## config.mk

```make
export PLATFORM = sky130hd
export DESIGN_NAME = buzzer_tone_gen
export DESIGN_NICKNAME = d
export VERILOG_FILES = /design/src/rtl/buzzer_tone_gen.sv
export SDC_FILE = /design/constraint.sdc
export NUM_CORES = 1
export LEC_CHECK = 0
export ABC_AREA = 1
export BUFFER_PORTS_ARGS = -buffer_cell sky130_fd_sc_hd__buf_2
export CORE_UTILIZATION = 60
export CTS_CLUSTER_DIAMETER = 40
export DETAILED_ROUTE_END_ITERATION = 10
export GPL_ROUTABILITY_DRIVEN = 0
export HOLD_SLACK_MARGIN = 0.03
export PLACE_DENSITY = 0.91
export SLEW_MARGIN = 10
export SYNTH_ARGS = -nofsm -noshare
export SYNTH_HDL_FRONTEND = slang
export SYNTH_SLANG_ARGS = --single-unit
```

## constraint.sdc

```tcl
create_clock -name clk -period 5.8 [get_ports clk]
set_input_delay 0.87 -clock clk [delete_from_list [all_inputs] [get_ports clk]]
set_output_delay 0.87 -clock clk [all_outputs]
set_load 0.005 [all_outputs]
```

## src/rtl/buzzer_tone_gen.sv

```systemverilog
// Square-wave buzzer driver: a restoring divider turns a tone frequency into a half-period count.
// Optional build macro TONE_VOLUME_EN adds a volume[1:0] input that PWM-gates the high phase.
module buzzer_tone_gen #(
    parameter int unsigned CLK_HZ = 100_000_000,
    parameter int unsigned FREQ_W = 12,
    parameter int unsigned CNT_W  = 26
) (
    input  logic              clk,
    input  logic              rst,
    input  logic [FREQ_W-1:0] frequency,
    input  logic              enable,
`ifdef TONE_VOLUME_EN
    input  logic [1:0]        volume,
`endif
    output logic              buzzer,
    output logic              busy,
    output logic [CNT_W-1:0]  half_period
);

    localparam int unsigned DVD_W  = CNT_W + 1;
    localparam int unsigned DIV_W  = FREQ_W + 1;
    localparam int unsigned REM_W  = FREQ_W + 2;
    localparam int unsigned STEP_W = $clog2(CNT_W + 2);

    localparam logic [DVD_W-1:0]  DIVIDEND  = DVD_W'(CLK_HZ);
    localparam logic [STEP_W-1:0] LAST_STEP = STEP_W'(CNT_W);

    typedef enum logic [1:0] {
        S_SILENT = 2'd0,
        S_CALC   = 2'd1,
        S_PLAY   = 2'd2
    } state_t;

    state_t              r_state;
    logic [FREQ_W-1:0]   r_freq_q;
    logic [DVD_W-1:0]    r_dvd;
    logic [DIV_W-1:0]    r_div;
    logic [DIV_W-1:0]    r_rem;
    logic [CNT_W-1:0]    r_quo;
    logic [STEP_W-1:0]   r_step;
    logic [CNT_W-1:0]    r_cnt;
    logic                r_square;
    logic                r_buzzer;
    logic                r_busy;
    logic [CNT_W-1:0]    r_half;

    state_t              w_state_nxt;
    logic [FREQ_W-1:0]   w_freq_q_nxt;
    logic [DVD_W-1:0]    w_dvd_nxt;
    logic [DIV_W-1:0]    w_div_nxt;
    logic [DIV_W-1:0]    w_rem_nxt;
    logic [CNT_W-1:0]    w_quo_nxt;
    logic [STEP_W-1:0]   w_step_nxt;
    logic [CNT_W-1:0]    w_cnt_nxt;
    logic                w_square_nxt;
    logic                w_buzzer_nxt;
    logic                w_busy_nxt;
    logic [CNT_W-1:0]    w_half_nxt;

    logic [REM_W-1:0]    w_rem_shift;
    logic                w_fits;
    logic [DIV_W-1:0]    w_rem_sub;
    logic [CNT_W-1:0]    w_quo_shift;

    // One restoring-division step: bring down the next dividend bit, subtract if it fits.
    assign w_rem_shift = {r_rem, r_dvd[DVD_W-1]};
    assign w_fits      = (w_rem_shift >= REM_W'(r_div));
    assign w_rem_sub   = DIV_W'(w_rem_shift - REM_W'(r_div));
    assign w_quo_shift = CNT_W'({r_quo, w_fits});

`ifdef TONE_VOLUME_EN
    logic [3:0] r_pwm;
    logic [3:0] w_pwm_nxt;
    logic [4:0] w_duty;

    assign w_pwm_nxt = r_pwm + 4'd1;

    always_comb begin
        w_duty = 5'd0;
        case (volume)
            2'd0:    w_duty = 5'd0;
            2'd1:    w_duty = 5'd4;
            2'd2:    w_duty = 5'd8;
            default: w_duty = 5'd16;
        endcase
    end

    assign w_buzzer_nxt = w_square_nxt & ({1'b0, w_pwm_nxt} < w_duty);

    always_ff @(posedge clk or posedge rst) begin
        if (rst) begin
            r_pwm <= 4'd0;
        end else begin
            r_pwm <= w_pwm_nxt;
        end
    end
`else
    assign w_buzzer_nxt = w_square_nxt;
`endif

    // Next-state logic; a frequency change overrides whatever the FSM was doing.
    always_comb begin
        w_state_nxt  = r_state;
        w_freq_q_nxt = r_freq_q;
        w_dvd_nxt    = r_dvd;
        w_div_nxt    = r_div;
        w_rem_nxt    = r_rem;
        w_quo_nxt    = r_quo;
        w_step_nxt   = r_step;
        w_cnt_nxt    = r_cnt;
        w_square_nxt = r_square;
        w_half_nxt   = r_half;

        if (frequency != r_freq_q) begin
            w_freq_q_nxt = frequency;
            w_cnt_nxt    = '0;
            w_square_nxt = 1'b0;
            if (frequency == '0) begin
                w_state_nxt = S_SILENT;
            end else begin
                w_state_nxt = S_CALC;
                w_dvd_nxt   = DIVIDEND;
                w_div_nxt   = {frequency, 1'b0};
                w_rem_nxt   = '0;
                w_quo_nxt   = '0;
                w_step_nxt  = '0;
            end
        end else begin
            case (r_state)
                S_SILENT: begin
                    w_cnt_nxt    = '0;
                    w_square_nxt = 1'b0;
                end
                S_CALC: begin
                    w_dvd_nxt    = DVD_W'({r_dvd, 1'b0});
                    w_rem_nxt    = w_fits ? w_rem_sub : DIV_W'(w_rem_shift);
                    w_quo_nxt    = w_quo_shift;
                    w_step_nxt   = r_step + STEP_W'(1);
                    w_cnt_nxt    = '0;
                    w_square_nxt = 1'b0;
                    if (r_step == LAST_STEP) begin
                        w_half_nxt  = w_quo_shift;
                        w_state_nxt = S_PLAY;
                    end
                end
                S_PLAY: begin
                    // Muting holds the phase at its start so re-enable begins a fresh low half.
                    if (!enable) begin
                        w_cnt_nxt    = '0;
                        w_square_nxt = 1'b0;
                    end else if (r_cnt == r_half - CNT_W'(1)) begin
                        w_cnt_nxt    = '0;
                        w_square_nxt = ~r_square;
                    end else begin
                        w_cnt_nxt = r_cnt + CNT_W'(1);
                    end
                end
                default: begin
                    w_state_nxt  = S_SILENT;
                    w_cnt_nxt    = '0;
                    w_square_nxt = 1'b0;
                end
            endcase
        end

        w_busy_nxt = (w_state_nxt == S_CALC);
    end

    always_ff @(posedge clk or posedge rst) begin
        if (rst) begin
            r_state  <= S_SILENT;
            r_freq_q <= '0;
            r_dvd    <= '0;
            r_div    <= '0;
            r_rem    <= '0;
            r_quo    <= '0;
            r_step   <= '0;
            r_cnt    <= '0;
            r_square <= 1'b0;
            r_buzzer <= 1'b0;
            r_busy   <= 1'b0;
            r_half   <= '0;
        end else begin
            r_state  <= w_state_nxt;
            r_freq_q <= w_freq_q_nxt;
            r_dvd    <= w_dvd_nxt;
            r_div    <= w_div_nxt;
            r_rem    <= w_rem_nxt;
            r_quo    <= w_quo_nxt;
            r_step   <= w_step_nxt;
            r_cnt    <= w_cnt_nxt;
            r_square <= w_square_nxt;
            r_buzzer <= w_buzzer_nxt;
            r_busy   <= w_busy_nxt;
            r_half   <= w_half_nxt;
        end
    end

    assign buzzer      = r_buzzer;
    assign busy        = r_busy;
    assign half_period = r_half;

endmodule

```

==> results of run 1 <==
worst min-delay path by stage:
stage / depth (start not counted) / slack (ns) / to
detailed placement: 2 / 0.45 / r_dvd[15]$_DFFE_PP0P_
CTS: 2 / 0.47 / r_dvd[15]$_DFFE_PP0P_
finish: 2 / 0.47 / r_dvd[21]$_DFFE_PP0P_
global route: 2 / 0.49 / r_dvd[15]$_DFFE_PP0P_
global placement: 2 / 0.45 / r_dvd[23]$_DFFE_PP0P_
floorplan: 2 / 0.44 / r_dvd[13]$_DFFE_PP0P_
synth_stat cells (all sizes together):
cell type  count  area (µm²)
nand2        205         823
dfrtp        142        3550
inv          123         462
nor2         113         653
o21ai         83         423
xor2          45         394
nand3         39         215
o22ai         31         194
clkbuf        28         105
nand4         21         144
xnor2         18         158
ha            16         200
a21oi         12        60.1
nor3           8        55.1
or2            7        43.8
buf            6        60.1
nand3b         3        22.5
nor4           3        18.8
a21o           2        15.0
a221oi         2        23.8
and3           2        12.5
o31ai          2        15.0
a31oi          1        6.26
and2           1        6.26
fa             1        20.0
nor3b          1        7.51
placed cells by master (no fill, tap or decap), drive strengths merged:
| cell | instances |
|---|---|
| nor4 | 3 |
| xor2 | 45 |
| dfrtp | 142 |
| ha | 16 |
| xnor2 | 18 |
| nor3b | 1 |
| clkbuf | 20 |
| nor2 | 113 |
| o31ai | 2 |
| nand3 | 39 |
| and3 | 2 |
| nand3b | 3 |
| nor3 | 8 |
| o21ai | 83 |
| and2 | 1 |
| bufinv | 2 |
| fa | 1 |
| a221oi | 2 |
| or2 | 7 |
| inv | 127 |
| a21oi | 12 |
| a21o | 2 |
| nand2 | 205 |
| a31oi | 1 |
| nand4 | 21 |
| clkinv | 2 |
| o22ai | 31 |
| clkinvlp | 2 |
| buf | 43 |
through the flow:
step	util (%)	instances	setup slack (ns)
2_1_floorplan	-	915	1.12
3_3_place_gp	64.9	1092	1.82
3_5_place_dp	64.9	1092	1.65
4_1_cts	69.8	1122	2.02
5_1_grt	69.8	1122	2.02
6_report	69.8	1122	2.33
critical path: stages:
cell and delay, ns:
buf_2 0.10, inv_1 0.06, or2_2 0.27, nand4_1 0.10
nor3_2 0.07, nand2_1 0.56, nand2_2 0.31, nand2_2 0.78
inv_2 0.37, nand2_1 0.12, o21ai_0 0.10
power by group:
group	internal [µW]	total, µW	leakage [µW]	switching [µW]
registers	1000	1000	0.00186	4.48
clock network	668	1100	0.000286	433
logic	18.9	65.6	0.00207	46.6
total	1690	2170	0.00421	484
layout make-up:
class                   count  area [µm²]
clock buffers              20         467
clock inverters            10         128
fillers                   838        3700
inverters                 123         467
multi-input cells         616        3520
flip-flops and latches    142        3550
well taps                 168         210
repair buffers             43         218
sequential cells by signal, indices dropped and copies added (netlist names):
| register | flops |
|---|---|
| half_period | 26 |
| r_cnt | 26 |
| r_quo | 25 |
| r_dvd | 19 |
| r_rem | 13 |
| r_div | 12 |
| r_freq_q | 12 |
| r_step | 5 |
| r_state | 2 |
| busy | 1 |
| buzzer | 1 |
metal layers:
layer  vias up  global-route usage [%]  routed length (µm)
met4         0                    15.3                 784
li1       2980                       -                   -
met1      3017                    35.2                7300
met2       226                    47.3                8440
met3        77                    7.01                 938
met5         -                       0                   0
cells by family after synthesis:
group	after synthesis	share of synthesized area, %
adders and majority gates	17	2.86
and+or+nand+nor	403	26.0
DFF	142	46.2
buffers and inverters	157	8.15
xor gates and xnor gates	63	7.17
AOI/OAI and AO/OA	133	9.58
==> impl_metrics.ini, run 1 <==
[power_and_ir_drop]
total_leakage_power_uw = 0.00421
total_power_uw = 2170
peakVddDrop_uv = 207
power-per-cell-area_nw_per_um2 = 254

[global_route]
initial_antenna_violation_count = 0
grt_overflow_total = 0
gr-usage-all-layers_pct = 28.8
global_route_wire_length_before_repair_mm = 29.1
via_count_of_the_first_global_routing_pass = 6257
grt_start_max_net_pins = 98

[critical_path]
data_required_time_at_the_worst_endpoint_ns = 6.08
setup.reg_to_reg.worst_slack_ns = 2.51
setup.worst_path.class = primary input to flip-flop
critPathLaunch = frequency[7]
worst_setup_path_endpoint = r_dvd[17]$_DFFE_PP0P_
worstReg2RegStart = r_freq_q[1]$_DFFE_PP0P_
cp_max_fo = 55
signal_arrival_time_at_the_worst_endpoint_ns = 3.75
cp-start-kind = primary input
ff2ff_path_depth = 9
r2r_end = r_dvd[17]$_DFFE_PP0P_
crit_path_end_kind = flip-flop

[timing]
worst_slew_pin_slew_ns = 0.956
rsz0062_at_grt = false
final.period_utilization_pct = 59.8
fmax_mhz = 288
timing.final.setup_violations = 0
hold_fails_final_rpt = 0
hold_ws_ns = 0.467
finalCriticalPeriod_ns = 3.47
skew_ns = 0.00816
tns_ns = 0
maxSlewHeadroom_pct = 36.1
drv_slew = 0

[job]
maxCapViolCount = 0

[route]
drtAntennaViolNets = 0
finalWirelength_mm = 17.5
drt_iter0_markers = 492
drc_errors = 0
detail_route.wl_per_cell_um = 15.6
length_of_the_first_detailed_routing_pass_in_iterations = 6
vias = 6300
route.detailed.vias_per_inst = 5.61

[floorplan]
placement_rows = 40
io_pins = 43
floorplan.die.width_um = 115
floorplan.core_area_um2 = 12300
start_util_pct = 62.7
chipHeight_um = 115
die-area_um2 = 13300

[clock_network]
clock_tree_from_tritoncts = yes
cts-root-to-sink-buffers = 2
post-cts-setup-buffer-count = 0
cts_resized = 0
cts-buffers-inserted = 17
worstSkewPairLatency_ns = 0.44
cts_sinks = 142
cts-root-buf = clkbuf_16
clkTransAtPathRegs_ns = 0.06
ctsHtreeMaxLevel = 4
cts.hold.buffers_added = 0

[cells_and_area]
final_layout_size_suffix_gt1_share_pct = 14.8
area.growth.synth_to_final_pct = 11.3
nNetsFinal = 975
fin_area_um2 = 8560
diodes = 0

[placement]
port_buffers = 42
detailed_placer_s_ending_hpwl_mm = 11.2
placedInstanceArea_um2 = 7960

[synth]
ys_warn_count = 0
mappedNetlistNets = 947
syn-cell-area_um2 = 7690
ys_ff_latch = 142
synthesis.area_per_instance_um2 = 8.41
post_synth_inst_count = 915
yosys.cell_types.count = 42
synth_seq_area_share_pct = 46.2

[hold_path]
min_from = r_dvd[21]$_DFFE_PP0P_
holdCritPathClass = flip-flop to flip-flop

[outcome]
status = completed
(Power assumes the default switching activity.)
==> run 2: changes to the inputs <==
- clock period: 5.8 -> 3.2 ns (I/O delays scaled with it)
==> impl_metrics.ini, run 2 (same netlist as run 1, synthesis figures left out) <==
[clock_network]
cts-buffers-inserted = 17
cts_sinks = 142
cts-root-buf = clkbuf_16
ctsHtreeMaxLevel = 4
cts-root-to-sink-buffers = 2
clock_tree_from_tritoncts = yes
worstSkewPairLatency_ns = 0.43
clkTransAtPathRegs_ns = 0.06
cts.hold.buffers_added = 0
post-cts-setup-buffer-count = 0
cts_resized = 0

[route]
drt_iter0_markers = 504
vias = 6330
length_of_the_first_detailed_routing_pass_in_iterations = 5
drtAntennaViolNets = 0
finalWirelength_mm = 17.7
route.detailed.vias_per_inst = 5.58
drc_errors = 0
detail_route.wl_per_cell_um = 15.6

[floorplan]
placement_rows = 40
floorplan.core_area_um2 = 12300
floorplan.die.width_um = 115
die-area_um2 = 13300
start_util_pct = 62.7
chipHeight_um = 115
io_pins = 43

[critical_path]
ff2ff_path_depth = 13
slowest_delay_ns = 0.43
number_of_stages_on_the_worst_setup_path = 13
signal_arrival_time_at_the_worst_endpoint_ns = 2.95
cp-start-kind = flip-flop
cp_cell_sequence = inv_1, ha_1, nand2_2, nor2_4, nand3_2, nor2_2, nand2_1, nand2_1, nand4_2, nor2_4, nand2_4, nand2_8, nor2_1
crit_family = simple AND/OR/NAND/NOR gates
crit_path_end_kind = flip-flop
data_required_time_at_the_worst_endpoint_ns = 3.50
critical_path.slowest_cell = dfrtp_1
setup.worst_path.class = flip-flop to flip-flop
cp_max_fo = 25
worstReg2RegStart = half_period[0]$_DFFE_PP0P_
critPathLaunch = half_period[0]$_DFFE_PP0P_
buffering_stage_count_on_the_worst_path_with_inverters_included = 1

[timing]
hold_fails_final_rpt = 0
maxSlewHeadroom_pct = 57.4
skew_ns = 0.0103
hold_ws_ns = 0.0654
post-route-worst-setup-slack_ns = 0.549
timing.final.setup_violations = 0
finalCriticalPeriod_ns = 2.65
final.period_utilization_pct = 82.8
rsz0062_at_grt = false
fmax_mhz = 377
tns_ns = 0
drv_slew = 0
worst_slew_pin_slew_ns = 0.636

[placement]
detailed_placer_s_ending_hpwl_mm = 11.8
port_buffers = 42
place_worst_setup_slack_ns = 0.593
placedInstanceArea_um2 = 8050

[power_and_ir_drop]
power-per-cell-area_nw_per_um2 = 452
total_power_uw = 3900
total_leakage_power_uw = 0.00424
peakVddDrop_uv = 362

[cells_and_area]
fin_area_um2 = 8630
final_cell_mix = nand2_1, dfrtp_1, inv_1
final_layout_size_suffix_gt1_share_pct = 15.7
final_common_cell = nand2_1
nNetsFinal = 985
diodes = 0
area.growth.synth_to_final_pct = 12.2

[global_route]
grt_start_max_net_pins = 71
global_route_wire_length_before_repair_mm = 29.9
grt_overflow_total = 0
gr-usage-all-layers_pct = 29.4
initial_antenna_violation_count = 0
via_count_of_the_first_global_routing_pass = 6286

[hold_path]
holdCritPathClass = primary input to asynchronous set/reset pin

[job]
maxCapViolCount = 0

[outcome]
status = completed
[run 2: metrics by stage]
stage	utilization (%)	std cells
global route	70.4	1134
detailed placement	65.6	1102
global placement	65.6	1102
finish	70.4	1134
floorplan	-	915
CTS	70.4	1134
[run 2: path summary, 6_finish.rpt]
kind	endpoint	slack (ns)
worst max-delay path	r_cnt[24]$_DFF_PP0_	0.55
worst min-delay path	r_quo[2]$_DFFE_PP0P_	0.07
worst max register to register	r_cnt[24]$_DFF_PP0_	0.55
worst min register to register	r_dvd[13]$_DFFE_PP0P_	0.47
max in group asynchronous	r_rem[11]$_DFFE_PP0P_	2.40
min in group clk	r_freq_q[6]$_DFFE_PP0P_	0.20
[run 2: layout make-up]
class | count | area [µm²]
clock buffer | 18 | 429
clock inverter | 14 | 156
fill | 855 | 3630
inverter | 123 | 465
multi-input combinational | 616 | 3510
sequential | 142 | 3550
tap | 168 | 210
timing repair buffer | 53 | 305
[run 2: power breakdown]
| part | internal [µW] | switching, µW | total, µW |
|---|---|---|---|
| clock network | 1160 | 804 | 1960 |
| logic | 37.9 | 83.6 | 121 |
| registers | 1810 | 8.37 | 1820 |
| total | 3010 | 896 | 3900 |
[run 2: per-layer routing]
layer  up-vias  wire length, µm  global-route usage (%)  share of wire (%)
met5         -                0                       0                  0
met4         0              422                    12.3                2.4
met3        40             1020                    5.90                5.8
met2       236             8700                    49.2                 49
met1      3053             7570                    37.5                 43
li1       3001                -                       -                  -
==> run 3: changes to the inputs <==
- CORE_UTILIZATION: 60 -> 56
- PLACE_DENSITY: 0.91 -> 0.89
- clock period: 3.2 -> 2.35 ns (I/O delays scaled with it)
==> impl_metrics.ini, run 3 (same netlist as run 1, synthesis figures left out) <==
[floorplan]
io_pins = 43
placement_rows = 42
floorplan.die.width_um = 119
floorplan.core_area_um2 = 13300
chipHeight_um = 119
die-area_um2 = 14200
start_util_pct = 57.8

[critical_path]
data_required_time_at_the_worst_endpoint_ns = 2.66
setup.reg_to_reg.worst_slack_ns = 0.08
worstReg2RegStart = half_period[1]$_DFFE_PP0P_
signal_arrival_time_at_the_worst_endpoint_ns = 2.58
cp_max_fo = 12
setup.worst_path.class = flip-flop to flip-flop
ff2ff_path_depth = 14
r2r_end = r_cnt[11]$_DFF_PP0_
crit_path_end_kind = flip-flop
cp-start-kind = flip-flop

[route]
drtAntennaViolNets = 0
drt_iter0_markers = 489
drc_errors = 0
length_of_the_first_detailed_routing_pass_in_iterations = 5
detail_route.wl_per_cell_um = 15.4
vias = 6355
route.detailed.vias_per_inst = 5.50
finalWirelength_mm = 17.8

[hold_path]
min_from = frequency[7]
holdCritPathClass = primary input to flip-flop
min_to = r_freq_q[7]$_DFFE_PP0P_
holdPathStages = 1

[global_route]
gr-usage-all-layers_pct = 26.9
global_route_track_usage_on_met3_pct = 6.32
grt_overflow_total = 0
via_count_of_the_first_global_routing_pass = 6318
use_met2_pct = 44.7
grt_util_met1_pct = 33.3
global_route_wire_length_before_repair_mm = 29.8
grt_start_max_net_pins = 75
initial_antenna_violation_count = 0
busiest_metal_layer_after_global_routing = met2

[timing]
hold_fails_final_rpt = 0
drv_slew = 0
post-route-worst-setup-slack_ns = 0.0844
skew_ns = 0.00602
timing.final.setup_violations = 0
worst_slew_pin_slew_ns = 0.558
fmax_mhz = 441
finalCriticalPeriod_ns = 2.27
final.period_utilization_pct = 96.4
maxSlewHeadroom_pct = 62.7

[cells_and_area]
nNetsFinal = 999
final_layout_size_suffix_gt1_share_pct = 17.9
fin_area_um2 = 8900
final-instance-count-excl-fill = 1156
area.growth.synth_to_final_pct = 15.8
final_common_cell = nand2_1
final_cell_mix = nand2_1, dfrtp_1, inv_1
diodes = 0
utilization_pct = 67.0

[clock_network]
worstSkewPairLatency_ns = 0.43
cts-root-to-sink-buffers = 2
clkTransAtPathRegs_ns = 0.06
clock_tree_from_tritoncts = yes
cts_sinks = 142
cts-root-buf = clkbuf_16
ctsHtreeMaxLevel = 4
cts-buffers-inserted = 17

[power_and_ir_drop]
power-per-cell-area_nw_per_um2 = 621
total_power_uw = 5530
total_leakage_power_uw = 0.00436
peakVddDrop_uv = 489

[outcome]
status = completed

[placement]
dpl.cell_count = 1120
port_buffers = 42
place_worst_setup_slack_ns = 0.0204
placedInstanceArea_um2 = 8170
detailed_placer_s_ending_hpwl_mm = 12.1

[job]
maxCapViolCount = 0
==> run 3: changes by cell type in the layout (fill, tap and decap cells not counted), moves of 3 or more <==
cell,previous run,this run
nor2_2,10,16
buf_12,1,4
buf_4,10,18
inv_6,5,2
nor2_1,77,71
==> run 3: worst max path at each step <==
stage	end	startpoint
2_1_floorplan	busy$_DFF_PP0_	rst
3_3_place_gp	r_cnt[24]$_DFF_PP0_	half_period[0]$_DFFE_PP0P_
3_5_place_dp	r_cnt[24]$_DFF_PP0_	half_period[0]$_DFFE_PP0P_
4_1_cts	r_cnt[9]$_DFF_PP0_	half_period[0]$_DFFE_PP0P_
5_1_grt	r_cnt[17]$_DFF_PP0_	half_period[1]$_DFFE_PP0P_
6_report	r_cnt[11]$_DFF_PP0_	half_period[1]$_DFFE_PP0P_
==> run 3: cell type report <==
class	count	area [µm²]
fillers	981	4390
multi-input cells	618	3590
flip-flops and latches	142	3550
inverters	123	465
clock buffers	20	457
repair buffers	65	435
well taps	176	220
clock inverters	12	184
==> run 3: layer usage <==
layer	part of all wire, %	vias to the layer above
li1	-	3032
met2	50	198
met1	43	3083
met4	2.6	0
met3	5.2	42
met5	0	-
==> run 3: metrics by stage <==
stage	TNS, ns	hold slack [ns]
2_1_floorplan	0	0.437
3_3_place_gp	0	0.430
3_5_place_dp	0	0.434
4_1_cts	0	0.0727
5_1_grt	-1.14	0.0660
6_report	0	0.0820
==> run 3: critical path: stages (launching register included) <==
cell and delay, ns:
dfrtp_1 0.42, inv_1 0.11, ha_4 0.16, nand2_2 0.08, nor2_4 0.18, buf_4 0.14
nand2_1 0.07, xor2_1 0.18, nand2_1 0.08, nor2_1 0.08, nand2_1 0.09, nor2_4 0.13
nand2_4 0.14, nand2_8 0.23, nor2_4 0.04
==> run 3: what timing repair did <==
action	in CTS	in global routing
setup endpoints to repair	1	27
setup buffers	0	1
hold buffers	1	0
gates cloned	1	1
hold endpoints to repair	22	0
resized for setup	0	13
pin swaps	1	3
==> run 3: power by group <==
part | internal, µW | total [µW] | switching, µW
combinational | 54.6 | 168 | 114
clock | 1840 | 2890 | 1050
sequential | 2470 | 2480 | 10.2
